--- src/rtl/pipe_regfile_sb_if.sv ---
// pipe_regfile_sb_if
// Bundles the decode/writeback/issue traffic of the scoreboarded register file.
//   master : pipeline side (drives read addresses, writeback, issue, cancel)
//   slave  : register file side (returns read data, busy, issue ready, underflow)
// Signals:
//   rd_addr_i     packed read addresses, port k at [k*ADDR_W +: ADDR_W]
//   rd_data_o     packed read data, port k at [k*DATA_W +: DATA_W]
//   rd_busy_o     per-port outstanding-writer flag
//   we_i/wa_i/wd_i            writeback enable, address, data
//   issue_i/issue_addr_i      destination entering EX
//   issue_ready_o             issue accepted this cycle
//   cancel_i/cancel_addr_i    squashed in-flight writer
//   underflow_o               sticky pending-count underflow
interface pipe_regfile_sb_if #(
    parameter int DATA_W = 32,
    parameter int ADDR_W = 5,
    parameter int NUM_RD = 2
);
    logic [NUM_RD*ADDR_W-1:0] rd_addr_i;
    logic [NUM_RD*DATA_W-1:0] rd_data_o;
    logic [NUM_RD-1:0]        rd_busy_o;
    logic                     we_i;
    logic [ADDR_W-1:0]        wa_i;
    logic [DATA_W-1:0]        wd_i;
    logic                     issue_i;
    logic [ADDR_W-1:0]        issue_addr_i;
    logic                     issue_ready_o;
    logic                     cancel_i;
    logic [ADDR_W-1:0]        cancel_addr_i;
    logic                     underflow_o;

    modport master (
        output rd_addr_i, we_i, wa_i, wd_i, issue_i, issue_addr_i, cancel_i, cancel_addr_i,
        input  rd_data_o, rd_busy_o, issue_ready_o, underflow_o
    );

    modport slave (
        input  rd_addr_i, we_i, wa_i, wd_i, issue_i, issue_addr_i, cancel_i, cancel_addr_i,
        output rd_data_o, rd_busy_o, issue_ready_o, underflow_o
    );
endinterface

--- src/rtl/pipe_regfile_sb.sv ---
// pipe_regfile_sb
// Register file with a per-register pending-writer counter (scoreboard).
// Decode reads combinationally, WB writes on the clock edge, and each
// issued destination bumps that register's counter until its writeback
// or cancel retires it.
// Ports:
//   clk_i  rising-edge clock
//   rst_i  asynchronous active-high reset (clears data, counters, underflow)
//   bus    pipe_regfile_sb_if.slave (reads, writeback, issue, cancel, status)
module pipe_regfile_sb #(
    parameter int DATA_W   = 32,
    parameter int ADDR_W   = 5,
    parameter int NUM_RD   = 2,
    parameter int PEND_W   = 2,
    parameter int ZERO_REG = 1,
    parameter int BYPASS   = 1
) (
    input  logic             clk_i,
    input  logic             rst_i,
    pipe_regfile_sb_if.slave bus
);
    localparam int DEPTH = 2 ** ADDR_W;
    localparam logic [PEND_W-1:0] CNT_MAX = '1;

    logic [DATA_W-1:0]        regs    [DEPTH];
    logic [PEND_W-1:0]        cnt     [DEPTH];
    logic [PEND_W-1:0]        cnt_nxt [DEPTH];
    logic [ADDR_W-1:0]        rd_addr [NUM_RD];
    logic [NUM_RD*DATA_W-1:0] rd_data;
    logic [NUM_RD-1:0]        rd_busy;
    logic                     underflow;
    logic                     uf_hit;
    logic                     issue_full;
    logic                     issue_ok;

    function automatic logic is_zero(input logic [ADDR_W-1:0] a);
        return (ZERO_REG != 0) && (a == '0);
    endfunction

    // Retirements hitting register r this cycle: writeback plus cancel (0..2).
    function automatic logic [1:0] dec_of(input logic [ADDR_W-1:0] r,
                                          input logic we, input logic [ADDR_W-1:0] wa,
                                          input logic cn, input logic [ADDR_W-1:0] ca);
        return {1'b0, we && (wa == r)} + {1'b0, cn && (ca == r)};
    endfunction

    // Count minus retirements, clamped at zero.
    function automatic logic [PEND_W-1:0] sat_sub(input logic [PEND_W-1:0] c, input logic [1:0] d);
        logic [PEND_W+1:0] diff;
        diff = {2'b00, c} - {{PEND_W{1'b0}}, d};
        return diff[PEND_W+1] ? '0 : diff[PEND_W-1:0];
    endfunction

    // Combinational read ports; busy already accounts for this cycle's retirements.
    always_comb begin
        rd_data = '0;
        rd_busy = '0;
        for (int k = 0; k < NUM_RD; k++) begin
            rd_addr[k] = bus.rd_addr_i[k*ADDR_W +: ADDR_W];
            if (is_zero(rd_addr[k])) begin
                rd_data[k*DATA_W +: DATA_W] = '0;
            end else if ((BYPASS != 0) && bus.we_i && (bus.wa_i == rd_addr[k])) begin
                rd_data[k*DATA_W +: DATA_W] = bus.wd_i;
            end else begin
                rd_data[k*DATA_W +: DATA_W] = regs[rd_addr[k]];
            end
            rd_busy[k] = sat_sub(cnt[rd_addr[k]],
                                 dec_of(rd_addr[k], bus.we_i, bus.wa_i,
                                        bus.cancel_i, bus.cancel_addr_i)) != '0;
        end
        // Outputs are forced to their idle values while reset is held.
        if (rst_i) begin
            rd_data = '0;
            rd_busy = '0;
        end
    end

    // A retirement to the target in the same cycle frees a slot for the issue.
    assign issue_full = bus.issue_i &&
                        (sat_sub(cnt[bus.issue_addr_i],
                                 dec_of(bus.issue_addr_i, bus.we_i, bus.wa_i,
                                        bus.cancel_i, bus.cancel_addr_i)) == CNT_MAX);
    assign issue_ok   = bus.issue_i && !issue_full && !is_zero(bus.issue_addr_i);

    always_comb begin
        uf_hit = 1'b0;
        for (int r = 0; r < DEPTH; r++) begin
            cnt_nxt[r] = sat_sub(cnt[r], dec_of(ADDR_W'(r), bus.we_i, bus.wa_i,
                                                bus.cancel_i, bus.cancel_addr_i))
                       + PEND_W'(issue_ok && (bus.issue_addr_i == ADDR_W'(r)));
            if (is_zero(ADDR_W'(r))) begin
                cnt_nxt[r] = '0;
            end else if ({{PEND_W{1'b0}}, dec_of(ADDR_W'(r), bus.we_i, bus.wa_i,
                                                 bus.cancel_i, bus.cancel_addr_i)}
                         > {2'b00, cnt[r]}) begin
                uf_hit = 1'b1;
            end
        end
    end

    always_ff @(posedge clk_i or posedge rst_i) begin
        if (rst_i) begin
            for (int r = 0; r < DEPTH; r++) cnt[r] <= '0;
            underflow <= 1'b0;
        end else begin
            for (int r = 0; r < DEPTH; r++) cnt[r] <= cnt_nxt[r];
            if (uf_hit) underflow <= 1'b1;
        end
    end

    // Writeback lands regardless of the pending count.
    always_ff @(posedge clk_i or posedge rst_i) begin
        if (rst_i) begin
            for (int r = 0; r < DEPTH; r++) regs[r] <= '0;
        end else if (bus.we_i && !is_zero(bus.wa_i)) begin
            regs[bus.wa_i] <= bus.wd_i;
        end
    end

    assign bus.rd_data_o     = rd_data;
    assign bus.rd_busy_o     = rd_busy;
    assign bus.issue_ready_o = rst_i || !issue_full;
    assign bus.underflow_o   = underflow;
endmodule

--- src/flat_wrapper.sv ---
// flat-port wrapper written by rule: the top's interface ports become plain ports
module pipe_regfile_sb_flat 
#(
    parameter int DATA_W   = 32,
    parameter int ADDR_W   = 5,
    parameter int NUM_RD   = 2,
    parameter int PEND_W   = 2,
    parameter int ZERO_REG = 1,
    parameter int BYPASS   = 1
)
  (clk_i, rst_i, bus_rd_addr_i, bus_we_i, bus_wa_i, bus_wd_i, bus_issue_i, bus_issue_addr_i, bus_cancel_i, bus_cancel_addr_i, bus_rd_data_o, bus_rd_busy_o, bus_issue_ready_o, bus_underflow_o);
  pipe_regfile_sb_if #(.DATA_W(DATA_W), .ADDR_W(ADDR_W), .NUM_RD(NUM_RD)) bus_i ();
  input  logic clk_i;
  input  logic rst_i;
  input wire logic [$bits(bus_i.rd_addr_i)-1:0] bus_rd_addr_i;
  input wire logic [$bits(bus_i.we_i)-1:0] bus_we_i;
  input wire logic [$bits(bus_i.wa_i)-1:0] bus_wa_i;
  input wire logic [$bits(bus_i.wd_i)-1:0] bus_wd_i;
  input wire logic [$bits(bus_i.issue_i)-1:0] bus_issue_i;
  input wire logic [$bits(bus_i.issue_addr_i)-1:0] bus_issue_addr_i;
  input wire logic [$bits(bus_i.cancel_i)-1:0] bus_cancel_i;
  input wire logic [$bits(bus_i.cancel_addr_i)-1:0] bus_cancel_addr_i;
  output wire logic [$bits(bus_i.rd_data_o)-1:0] bus_rd_data_o;
  output wire logic [$bits(bus_i.rd_busy_o)-1:0] bus_rd_busy_o;
  output wire logic [$bits(bus_i.issue_ready_o)-1:0] bus_issue_ready_o;
  output wire logic [$bits(bus_i.underflow_o)-1:0] bus_underflow_o;
  assign bus_i.rd_addr_i = bus_rd_addr_i;
  assign bus_i.we_i = bus_we_i;
  assign bus_i.wa_i = bus_wa_i;
  assign bus_i.wd_i = bus_wd_i;
  assign bus_i.issue_i = bus_issue_i;
  assign bus_i.issue_addr_i = bus_issue_addr_i;
  assign bus_i.cancel_i = bus_cancel_i;
  assign bus_i.cancel_addr_i = bus_cancel_addr_i;
  assign bus_rd_data_o = bus_i.rd_data_o;
  assign bus_rd_busy_o = bus_i.rd_busy_o;
  assign bus_issue_ready_o = bus_i.issue_ready_o;
  assign bus_underflow_o = bus_i.underflow_o;
  pipe_regfile_sb #(.DATA_W(DATA_W), .ADDR_W(ADDR_W), .NUM_RD(NUM_RD), .PEND_W(PEND_W), .ZERO_REG(ZERO_REG), .BYPASS(BYPASS)) u_core (.clk_i(clk_i), .rst_i(rst_i), .bus(bus_i));
endmodule
--- config.mk ---
export PLATFORM = sky130hd
export DESIGN_NAME = pipe_regfile_sb_flat
export DESIGN_NICKNAME = d
export VERILOG_FILES = /design/src/rtl/pipe_regfile_sb_if.sv /design/src/rtl/pipe_regfile_sb.sv /design/src/flat_wrapper.sv
export SDC_FILE = /design/constraint.sdc
export NUM_CORES = 2
export LEC_CHECK = 0
export BUFFER_PORTS_ARGS = -buffer_cell sky130_fd_sc_hd__buf_2
export CAP_MARGIN = 10
export CORE_AREA = 2 2 311 313
export DETAILED_ROUTE_END_ITERATION = 8
export DIE_AREA = 0 0 313 315
export PLACE_DENSITY = 0.81
export SLEW_MARGIN = 20
export SYNTH_ARGS = -nofsm -noshare
export SYNTH_HDL_FRONTEND = slang
export SYNTH_SLANG_ARGS = --single-unit
--- constraint.sdc ---
create_clock -name clk_i -period 63.7 [get_ports clk_i]
set_clock_uncertainty 0.1 [all_clocks]
set_input_delay 6.37 -clock clk_i [delete_from_list [all_inputs] [get_ports clk_i]]
set_output_delay 6.37 -clock clk_i [all_outputs]
set_load 0.02 [all_outputs]
==> metrics.txt <==
run status=finished clean; ys flop type=dfrtp_1; fin crit period=17.65 ns; Row Count=between 100 and 150; drc violations=0; share of cells above drive strength 1=between 40% and 50%; GRT Util Overall=37.3%; Final HPWL DP=97500 microns; crit-path max FO=105; Fill cells=a little over 6000; endpoints failing hold=0; worst path bufs/invs=5; # setup viols final=0; hold_buf cts=0; Final Max Tran Viols=0; CP top delay family=buffers and inverters; cells after synthesis=roughly 4200; # nets final=4285; Worst Max-Slew Pin Slew=1.14 ns; post-place setup slack=46.05 ns; Synth area leaders=dfrtp_1 44%, mux4_2 22%, mux2_2 18%; worst-path cell chain=buf_8 > buf_4 > buf_12 > buf_4 > mux2i_1 > a221oi_1 > nor3_1 > o32a_1 > a21oi_1 > buf_2; port buffer count=around 130; CTS tree=done; register area share after synthesis=44.3%; fin crit share=27.7%; area of the multi-input gates=32000 sq um; H-tree depth=3; Longest Clk Path Bufs=3; Yosys warnings=0; Die Y=315 microns; Core Box Area=95700 sq um; # IOs=130; CTS clock-pin slew for the worst setup and hold paths=0.06 ns; Yosys reg bits=1087; slowest cell on the critical path=buf_4; final RePlAce weighted congestion=0.900; initial DRC count=5111; Max transition margin=23.6%; Worst Path Arrival=11.18 ns; Root Driver=clkbuf_16; top cells by count, synth=1087 x dfrtp_1, 956 x mux2_2, 609 x mux4_2; share of the synthesized area in the top cell type=44.3%; CP most frequent cell=buf_4; max_cap viols=0; number of flops mapped to enable cells by yosys=0; Pre-Repair DR Iteration Count=6; Achievable Freq=56.6 MHz; starting density of the core=between 60% and 70%; cts repair resizes=0; setup TNS=0 ns; Tightest Hold Check Type=register to register; drt total wl=180000 microns; post-route insts no fill=approximately 5500; DRT antenna net count=0; Total Power=2.15 mW; maximum number of pins on one net before global-route repair=180; via density per instance=7.34; post-synth cell types=just over 60; crit start category=primary input; Post-Synthesis Cell Area=61400 sq um; peak supply drop=0.0234 mV; DIE AREA=98600 sq um; initial antenna violation count=10; Wirelength per Cell=33.0 microns; P per Cell Area=between 30 and 40 nW/um^2; leakage=29.3 nW; asr flop ratio synth=between 90% and 100%; Layout area overhead=8.40%; vias in the first global route=41300; register area=27200 sq um; RSZ-0062 raised after global routing=no; critical path capture point type=output pin; top-count cell post-synth=dfrtp_1; CP peak stage delay=0.88 ns; Yosys top cell by area=dfrtp_1; Crit path required time=57.23 ns; worst setup margin=46.05 ns; # clock sinks=1087; Net Count, Synth=4415; Cells after DPL=5256; first-pass GRT wire length=270000 microns; syn avg cell area=14.5 sq um; CTS Buf Count=113; insertion delay to the later sink of the worst-skew pair=0.71 ns; die width=313 microns; critical path class=primary input to output pin; Setup Buffers After CTS=0; global route overflow=0; via count=about 40000; Final Util=69.5%
worst reg2reg max path, cell delays in order, from the launching register on:
cell     delay (ns)
dfrtp_1        0.43
mux4_2         0.53
mux4_2         0.51
mux2i_1        0.21
fa_1           0.47
nor3b_1        0.21
a22o_2         0.74
nor3_1         0.23
ha_1           0.27
xor2_1         0.16
per-layer routing:
| layer | track usage, % | wire length [microns] | vias up |
|---|---|---|---|
| met4 | 20.0 | 11000 | 12 |
| met1 | 49.4 | 65900 | 21200 |
| met2 | 56.6 | 83300 | 2493 |
| li1 | - | - | 15800 |
| met5 | 0 | 70 | - |
| met3 | 10.9 | 20200 | 650 |
state kept, by name, indices dropped and copies added (netlist names):
| name | flops |
|---|---|
| u_core.regs | 1024 |
| u_core.cnt | 62 |
| u_core.bus.underflow_o | 1 |
final timing paths:
check / endpoint / startpoint / slack (ns) / cells after the start
worst max register to register: u_core.cnt[29] / u_core.cnt[8] / 59.73 / 9
worst max-delay path: bus_rd_data_o[8] / bus_rd_addr_i[0] / 46.05 / 10
worst min register to register: u_core.regs[1016] / u_core.regs[1016] / 0.29 / 0
min in group asynchronous: u_core.regs[709] / rst_i / 5.87 / 2
max in group asynchronous: u_core.regs[891] / rst_i / 55.05 / 5
worst min-delay path: u_core.regs[1016] / u_core.regs[1016] / 0.29 / 0
logic make-up (layout without fill, tap and decap cells):
family                   Yosys count  after routing  share of synthesized area [%]
flip-flops                      1087           1087                           44.3
other                              0              4                              0
adder cells (fa/ha/maj)          127            127                           3.01
AO/OA/AOI/OAI                    221            221                           2.52
AND/OR/NAND/NOR                  518            518                           3.89
XOR/XNOR                          61             61                          0.871
buffers and inverters            552            514                           3.92
multiplexers                    1660           1660                           41.5
per-stage QoR:
step	hold WS, ns	area [sq um]
after global placement	0.276	62500
after global routing	0.305	66500
after CTS	0.295	66500
after floorplan	0.341	61400
after detailed placement	0.282	62500
final	0.293	66500
layout make-up:
class                   instances  share of cell area (%)
multi-input cells            2587                    48.1
flip-flops and latches       1087                    40.9
clock buffers                 155                    4.82
well taps                    1276                    2.40
repair buffers                206                    2.07
clock inverters                52                    1.07
inverters                     101                   0.585
diodes                          4                  0.0151
where the power goes:
group	internal, mW	total, mW	switching [mW]	leakage, nW
Combinational	0.288	0.492	0.204	13.5
Sequential	0.834	0.953	0.119	13.9
Clock	0.412	0.701	0.289	1.91
placed cells by master, fill, tap and decap left out, types with 11 or more instances in the layout:
cell	Yosys	routed
xor2_1	37	37
o21ai_1	17	17
a221oi_1	11	11
clkbuf_8	0	20
or2_0	33	33
nor2_4	0	14
clkinv_2	0	22
a32o_1	32	32
nand3_1	22	17
o22ai_1	97	97
ha_1	93	93
xnor2_1	24	24
mux2_2	956	956
mux2i_1	95	95
clkbuf_1	275	21
buf_4	14	70
mux4_2	609	609
nor3_1	42	40
inv_1	99	97
bufinv_16	0	15
a21oi_1	15	14
nand2_1	195	183
clkbuf_16	0	114
nor2b_1	30	30
o21ai_0	19	17
fa_1	34	34
nor2_1	140	126
dfrtp_1	1087	1087
buf_2	76	122
Note: power is estimated with default switching activity, not from simulation.
